## src/rtl/viterbi_acs4.sv

```systemverilog
// Add-compare-select stage for the rate-1/2, K=3 (7/5 octal) Viterbi decoder.
// Keeps four renormalised path metrics and emits one survivor decision per state.
module viterbi_acs4 #(
    parameter int PM_W    = 8,
    parameter int INIT_PM = 2 ** (PM_W - 2)
) (
    input  logic            clk,
    input  logic            rst,
    input  logic            start,
    input  logic            in_valid,
    input  logic [1:0]      bm00,
    input  logic [1:0]      bm01,
    input  logic [1:0]      bm10,
    input  logic [1:0]      bm11,
    output logic            out_valid,
    output logic [3:0]      dec,
    output logic [1:0]      best_state,
    output logic [PM_W-1:0] pm0,
    output logic [PM_W-1:0] pm1,
    output logic [PM_W-1:0] pm2,
    output logic [PM_W-1:0] pm3,
    output logic [15:0]     sym_cnt
);

    typedef logic [PM_W-1:0] pm_t;
    typedef logic [PM_W:0]   sum_t;

    localparam pm_t INIT_V = pm_t'(INIT_PM);

    pm_t         pm_r [4];
    logic [3:0]  dec_r;
    logic [1:0]  best_r;
    logic        valid_r;
    logic [15:0] cnt_r;

    pm_t         old_s [4];
    sum_t        cand_a_s [4];
    sum_t        cand_b_s [4];
    sum_t        sel_s [4];
    sum_t        min_s;
    logic        lt_s;
    pm_t         norm_s [4];
    logic [3:0]  dec_s;
    logic [1:0]  best_s;
    logic [15:0] cnt_nxt_s;

    // Frame-start metric for a given state: state 0 is the known encoder start.
    function automatic pm_t init_metric(input int idx);
        if (idx == 0) begin
            return {PM_W{1'b0}};
        end else begin
            return INIT_V;
        end
    endfunction

    // Old metrics: a start pulse substitutes the initial values in the same cycle.
    always_comb begin
        for (int n = 0; n < 4; n++) begin
            if (start) begin
                old_s[n] = init_metric(n);
            end else begin
                old_s[n] = pm_r[n];
            end
        end
    end

    // Candidate sums, one bit wider than the metrics so nothing wraps before selection.
    always_comb begin
        cand_a_s[0] = sum_t'(old_s[0]) + sum_t'(bm00);
        cand_b_s[0] = sum_t'(old_s[1]) + sum_t'(bm11);
        cand_a_s[1] = sum_t'(old_s[2]) + sum_t'(bm10);
        cand_b_s[1] = sum_t'(old_s[3]) + sum_t'(bm01);
        cand_a_s[2] = sum_t'(old_s[0]) + sum_t'(bm11);
        cand_b_s[2] = sum_t'(old_s[1]) + sum_t'(bm00);
        cand_a_s[3] = sum_t'(old_s[2]) + sum_t'(bm01);
        cand_b_s[3] = sum_t'(old_s[3]) + sum_t'(bm10);
    end

    // Compare-select, minimum search and renormalisation; ties favour the LSB-0 predecessor.
    always_comb begin
        dec_s  = 4'b0000;
        min_s  = {(PM_W + 1){1'b0}};
        best_s = 2'd0;
        lt_s   = 1'b0;
        for (int n = 0; n < 4; n++) begin
            if (cand_b_s[n] < cand_a_s[n]) begin
                sel_s[n] = cand_b_s[n];
                dec_s[n] = 1'b1;
            end else begin
                sel_s[n] = cand_a_s[n];
                dec_s[n] = 1'b0;
            end
        end
        min_s = sel_s[0];
        for (int n = 1; n < 4; n++) begin
            lt_s   = (sel_s[n] < min_s);
            best_s = lt_s ? 2'(n) : best_s;
            min_s  = lt_s ? sel_s[n] : min_s;
        end
        for (int n = 0; n < 4; n++) begin
            norm_s[n] = pm_t'(sel_s[n] - min_s);
        end
    end

    // Symbol counter: restarts on start, saturates at all-ones.
    always_comb begin
        if (start) begin
            cnt_nxt_s = in_valid ? 16'd1 : 16'd0;
        end else if (in_valid && (cnt_r != 16'hFFFF)) begin
            cnt_nxt_s = cnt_r + 16'd1;
        end else begin
            cnt_nxt_s = cnt_r;
        end
    end

    // State and output registers.
    always_ff @(posedge clk or negedge rst) begin
        if (!rst) begin
            for (int n = 0; n < 4; n++) begin
                pm_r[n] <= init_metric(n);
            end
            dec_r   <= 4'b0000;
            best_r  <= 2'd0;
            valid_r <= 1'b0;
            cnt_r   <= 16'd0;
        end else begin
            valid_r <= in_valid;
            cnt_r   <= cnt_nxt_s;
            if (in_valid) begin
                for (int n = 0; n < 4; n++) begin
                    pm_r[n] <= norm_s[n];
                end
                dec_r  <= dec_s;
                best_r <= best_s;
            end else if (start) begin
                for (int n = 0; n < 4; n++) begin
                    pm_r[n] <= old_s[n];
                end
            end else begin
                dec_r  <= dec_r;
                best_r <= best_r;
            end
        end
    end

    assign out_valid  = valid_r;
    assign dec        = dec_r;
    assign best_state = best_r;
    assign pm0        = pm_r[0];
    assign pm1        = pm_r[1];
    assign pm2        = pm_r[2];
    assign pm3        = pm_r[3];
    assign sym_cnt    = cnt_r;

endmodule

```

## config.mk

```make
export PLATFORM = sky130hd
export DESIGN_NAME = viterbi_acs4
export DESIGN_NICKNAME = d
export VERILOG_FILES = /design/src/rtl/viterbi_acs4.sv
export SDC_FILE = /design/constraint.sdc
export NUM_CORES = 1
export LEC_CHECK = 0
export CORE_ASPECT_RATIO = 0.7
export CORE_MARGIN = 3
export CORE_UTILIZATION = 60
export CTS_CLUSTER_SIZE = 10
export DETAILED_ROUTE_END_ITERATION = 8
export GPL_TIMING_DRIVEN = 1
export HOLD_SLACK_MARGIN = 0.12
export PLACE_DENSITY = 0.82
export SYNTH_ARGS = -nofsm -noshare
export SYNTH_HDL_FRONTEND = slang
export SYNTH_SLANG_ARGS = --single-unit
```

## constraint.sdc

```tcl
create_clock -name clk -period 20.1 [get_ports clk]
set_input_delay 5.025 -clock clk [delete_from_list [all_inputs] [get_ports clk]]
set_output_delay 5.025 -clock clk [all_outputs]
set_load 0.03 [all_outputs]
```

==> flow_metrics.env <==
export IMPL_status="completed"
export IMPL_dr_pass1_iters=8
export IMPL_synth_top_area_share_pct=17.4
export IMPL_critPathRequiredTime_ps=20300
export IMPL_final_cell_mix="103 x nor2_1, 101 x nand2_1, 81 x a21oi_1"
export IMPL_clkSlewWorstSetupHoldPaths_ps=80
export IMPL_fmax_mhz=56.4
export IMPL_ys_ff_latch=55
export IMPL_ys_types=80
export IMPL_syn_to_final_growth_pct=12.0
export IMPL_wl_per_cell_um=19.2
export IMPL_numCtsBuffers=5
export IMPL_fin_crit_ps=17730
export IMPL_start_kind="primary input"
export IMPL_fin_setup_tns_ps=0
export IMPL_ant_nets=0
export IMPL_hold_buffers=0
export IMPL_rsz0062_at_grt="false"
export IMPL_crit_arrival_ps=17930
export IMPL_postCtsSetupRepairBufs=0
export IMPL_clock_root_buffer="clkbuf_16"
export IMPL_postSynthAreaPerCell_sq_um=7.60
export IMPL_io_pins=67
export IMPL_fp_dieH_um=99.5
export IMPL_grt_ovfl_total=0
export IMPL_mostFrequentLayoutCell="nor2_1"
export IMPL_grt_pass1_vias=6705
export IMPL_cts_resized=0
export IMPL_htree_levels=2
export IMPL_critical_path_class="primary input to flip-flop"
export IMPL_core_sq_um=11900
export IMPL_synth_edf_count=0
export IMPL_path_max_fanout=36
export IMPL_antenna_found_initial=0
export IMPL_clk_path_buf_depth=2
export IMPL_cts_tree="yes"
export IMPL_tightest_slew_ps=1190
export IMPL_antennaDiodeCount=0
export IMPL_dieArea_sq_um=13900
export IMPL_die_w_um=140
export IMPL_synthArstFlopShare_pct=100
export IMPL_maxSlewViolCount=0
export IMPL_layout_drive_gt1_share_pct=6.50
export IMPL_synthFlopType="dfrtp_1"
export IMPL_cp_num_buf_inv=7
export IMPL_setup_violations=0
export IMPL_cap_violations=0
export IMPL_drt_wl_total_um=22800
export IMPL_drt_iter0_markers=888
export IMPL_synth_cells=986
export IMPL_clock_sinks=55
export IMPL_vias=7465
export IMPL_initial_core_util_pct=62.8
export IMPL_period_share_pct=88.2
export IMPL_yosysWarnings=0
export IMPL_final_nets=1119
export IMPL_synth_nets=1075
export IMPL_portBuffers=66
export IMPL_skew_ps=8.49
export IMPL_core_rowCount=33
export IMPL_yosys_top_cells_area="dfrtp_1 17%, ha_1 13%, xnor2_1 6.5%"
export IMPL_grt_first_pass_wirelength_um=36600
export IMPL_dp_hpwl_um=17800
export IMPL_grt_usage_pct=32.6
export IMPL_yosys_area_top_type="dfrtp_1"
export IMPL_cp_end_kind="flip-flop"
export IMPL_worst_path_largest_cell_delay_ps=930
export IMPL_cp_top_family="compound AO/OA/AOI/OAI gates"
export IMPL_cp_slowest_cell="a2111oi_0"
export IMPL_max_slew_margin_pct=18.5
export IMPL_mappedNetlistArea_sq_um=7490
export IMPL_grt_max_degree=68
export IMPL_drc=0
export IMPL_worstSkewPairLatency_ps=310
export IMPL_place_gp_congestion=1.01
export IMPL_utilization_pct=70.3
export IMPL_hold_violations=0
export IMPL_ys_seq_area_share_pct=18.4
export IMPL_hold_class="flip-flop to flip-flop"
export IMPL_viasPerCell=6.28
synth_stat cells, types with 7 or more instances:
library cell	n
maj3_1	7
mux2_2	16
clkbuf_1	27
a31oi_1	7
nor3_1	30
o22ai_1	10
o21a_1	8
ha_1	77
nor2_1	103
or3_1	7
xnor2_1	56
a211oi_1	8
nand4_1	11
o21ai_0	49
nand3_1	36
xor2_1	32
inv_1	61
nand2_1	101
mux2i_1	33
a21o_1	24
nand2b_1	9
and3_1	7
nor2b_1	18
a21oi_1	81
dfrtp_1	52
state kept, by name (all words and copies together), names as in the netlist:
register / cells
sym_cnt: 16
dec: 4
best_state: 2
out_valid: 1
pm1: 8
pm2: 8
pm3: 8
pm0: 8
logic make-up after synthesis:
kind of cell,count (synthesis),synth area share (%)
AO/OA/AOI/OAI,256,22.6
XOR/XNOR,89,10.5
adder cells (fa/ha/maj),87,14.2
buffers and inverters,99,5.21
flip-flops,55,18.4
multiplexers,53,7.60
AND/OR/NAND/NOR,347,21.4
cell type report:
class	count	area [sq um]
clock inverters	3	27.5
clock buffers	5	125
fillers	1006	3540
multi-input cells	832	5720
flip-flops and latches	55	1380
repair buffers	75	713
inverters	61	229
well taps	157	196
worst reg2reg max path: cells and delay by family, from the launching register on:
kind	cells	cell delay (ps)
AOI/OAI and AO/OA	21	5110
and+or+nand+nor	14	2720
adders and majority gates	9	2700
muxes	2	640
DFF	1	560
xor gates and xnor gates	3	470
buffers and inverters	3	360
final timing paths:
check                        from          end  slack (ps)  cells after the start
min in group asynchronous     rst       pm1[7]        4870                      2
max reg2reg                pm1[1]       pm1[6]        7440                     52
max                         start       pm1[6]        2370                     56
max in group asynchronous     rst  sym_cnt[15]       14710                      2
min reg2reg                dec[0]       dec[0]         520                      1
min                        dec[0]       dec[0]         520                      1
layer usage:
layer	vias to the layer above	share of wire, %	global-route usage, %
met2	425	38	42.8
met3	20	12	6.92
li1	3627	-	-
met1	3393	50	53.7
met5	-	0	0
met4	0	1.0	5.96
per-stage QoR:
stage	area [sq um]	instances	hold WS [ps]	setup WS [ps]
3_5_place_dp	8240	1180	498	2590
5_1_grt	8390	1188	536	1620
2_1_floorplan	7490	986	650	3460
3_3_place_gp	8240	1180	493	3010
4_1_cts	8390	1188	523	2860
6_report	8390	1188	521	2370
Power is left out: the tool's default activity adds up to more than one toggle a clock period on the data nets, which glitch-free logic cannot reach.
==> patch: new RTL, same settings <==
Remove the register `valid_r`: a continuous assignment takes its place, so the output `out_valid` follows one clock earlier.
--- a/src/rtl/viterbi_acs4.sv
+++ b/src/rtl/viterbi_acs4.sv
@@ -122,8 +122,6 @@
             dec_r   <= 4'b0000;
             best_r  <= 2'd0;
-            valid_r <= 1'b0;
             cnt_r   <= 16'd0;
         end else begin
-            valid_r <= in_valid;
             cnt_r   <= cnt_nxt_s;
             if (in_valid) begin
@@ -144,4 +142,6 @@
     end
 
+    assign valid_r = in_valid;
+
     assign out_valid  = valid_r;
     assign dec        = dec_r;
Function: changed (a bounded check fails within 4 cycles, from zero or initial values and one cycle with rst low).
==> patch against the original RTL <==
Sequential cell count fell by 1; area after synthesis fell by 0.23%; largest cell class unchanged; final cell count fell by 0.17%; wire length rose by 1.4%; setup slack got worse by 0.12 ns; final area fell by 0.37%; core utilization fell by 0.26 points; die area fell by 0.22%; count of clock-buffer cells in the layout did not move.
Power is left out: the tool's default activity adds up to more than one toggle a clock period on the data nets, which glitch-free logic cannot reach.
==> patch: results (changes against the original RTL) <==
[outcome]
outcome = finished, final reports clean  ; unchanged

[routing]
wl_um = 23100  ; was 22800 um
drt_iter0_drc = 863  ; was 888
detail-route-antenna-nets = 0  ; unchanged
firstDrtPassIters = 6  ; was 8
num_vias = 7608  ; was 7465

[critical_path]
critPathMaxStageDelay_ns = 0.95  ; was 0.93 ns
cp.arrival_ns = 18.06  ; was 17.93 ns
slowest_stage = a2111oi_0  ; unchanged
crit_fanout = 27  ; was 36

[synth]
ys_seq_area_share_pct = 18.1  ; was 18.4%
netlist_top_cells_count = nor2_1, nand2_1, a21oi_1, ha_1, inv_1  ; unchanged
netlist_top_cells_area = dfrtp_1, ha_1, xnor2_1, a21oi_1, nor2_1  ; unchanged
synth_nets = 1075  ; unchanged
async_flop_share_pct = 100  ; unchanged
yosys_warnings = 0  ; unchanged
ys_types = 80  ; unchanged
synthFlopType = dfrtp_1  ; unchanged

[clocking]
cts_setup_buffers = 0  ; unchanged
clock-root-buffer = clkbuf_16  ; unchanged
clk_pin_slew_ns = 0.09
clk_latency_ns = 0.32
cts-buffers-inserted = 5  ; unchanged
htree_num_levels = 2  ; unchanged
cts-resized-gates = 0  ; unchanged

[placement]
gp_congestion = 0.964  ; was 1.01
io_buffers = 66  ; unchanged
dp_hpwl_um = 18100  ; was 17800 um

[global_routing]
track_usage_pct = 33.0  ; was 32.6%
antenna_found_initial = 0  ; unchanged
grt_first_pass_wirelength_um = 37000  ; was 36600 um
grt_pass1_vias = 6870  ; was 6705
grt_max_degree = 68  ; unchanged

[timing]
worstMarginPinSlew_ns = 1.22  ; was 1.19 ns
finClkSkew_ns = 0.0151  ; was 0.00849 ns

[hold_path]
hp-class = flop to flop  ; unchanged

[final_layout]
fillers = 1040  ; was 1006
n_antenna_cell = 0  ; unchanged
largest_reg_flops = 16  ; unchanged
drive_gt1_share_pct = 6.41  ; was 6.50%

[patch: cell types whose count changed after synthesis]
cell / unedited run / this run
dfrtp_1: 52 / 51
buf_4: 2 / 3
[patch: worst max-delay path: cells and delay by family]
kind	cells	cell delay [ns]
compound gates	21	5.38
mux	2	0.64
xor+xnor	3	0.47
fa+ha+maj	9	2.63
simple gates	13	2.63
buf+inv	6	1.21
[patch: kinds of logic (layout without fill, tap and decap cells)]
group / after synthesis / after routing / share of synthesized area, %
buf+inv: 100 / 143 / 5.32
flops: 54 / 54 / 18.1
simple gates: 347 / 347 / 21.4
mux: 53 / 53 / 7.62
fa+ha+maj: 87 / 87 / 14.3
xor+xnor: 89 / 89 / 10.5
compound gates: 256 / 256 / 22.7
[patch: stage by stage]
step           utilization, %  std cells  area, sq um  hold slack [ns]  worst slack (ns)
2_1_floorplan               -        986         7470            0.650              3.46
3_3_place_gp             68.8       1178         8210            0.493              2.85
6_report                 70.1       1186         8360            0.529              2.25
4_1_cts                  70.1       1186         8360            0.524              2.83
3_5_place_dp             68.8       1178         8210            0.500              2.55
5_1_grt                  70.1       1186         8360            0.543              1.37
[patch: cell type report]
type                       instances  area share, %
clock buffer                       5           1.50
clock inverter                     3          0.344
inverter                          61           2.74
multi-input combinational        832           68.4
sequential                        54           16.2
tap                              157           2.35
timing repair buffer              74           8.44
[patch: worst paths after layout]
path	start	endpoint	slack, ns	depth (start not counted)
hold / removal	dec[3]	dec[3]	0.53	1
setup / recovery	start	pm1[6]	2.25	54
hold reg to reg	dec[3]	dec[3]	0.53	1
max in group asynchronous	rst	pm3[3]	14.74	2
min in group asynchronous	rst	pm1[4]	4.86	2
setup reg to reg	pm1[1]	pm1[6]	7.27	51
[patch: per-layer routing]
| metal | global-route usage [%] | share of wire [%] | vias to the layer above |
|---|---|---|---|
| met4 | 4.51 | 0.85 | 0 |
| met3 | 7.45 | 12 | 22 |
| met5 | 0 | 0 | - |
| met1 | 52.3 | 48 | 3534 |
| li1 | - | - | 3615 |
| met2 | 46.4 | 39 | 437 |
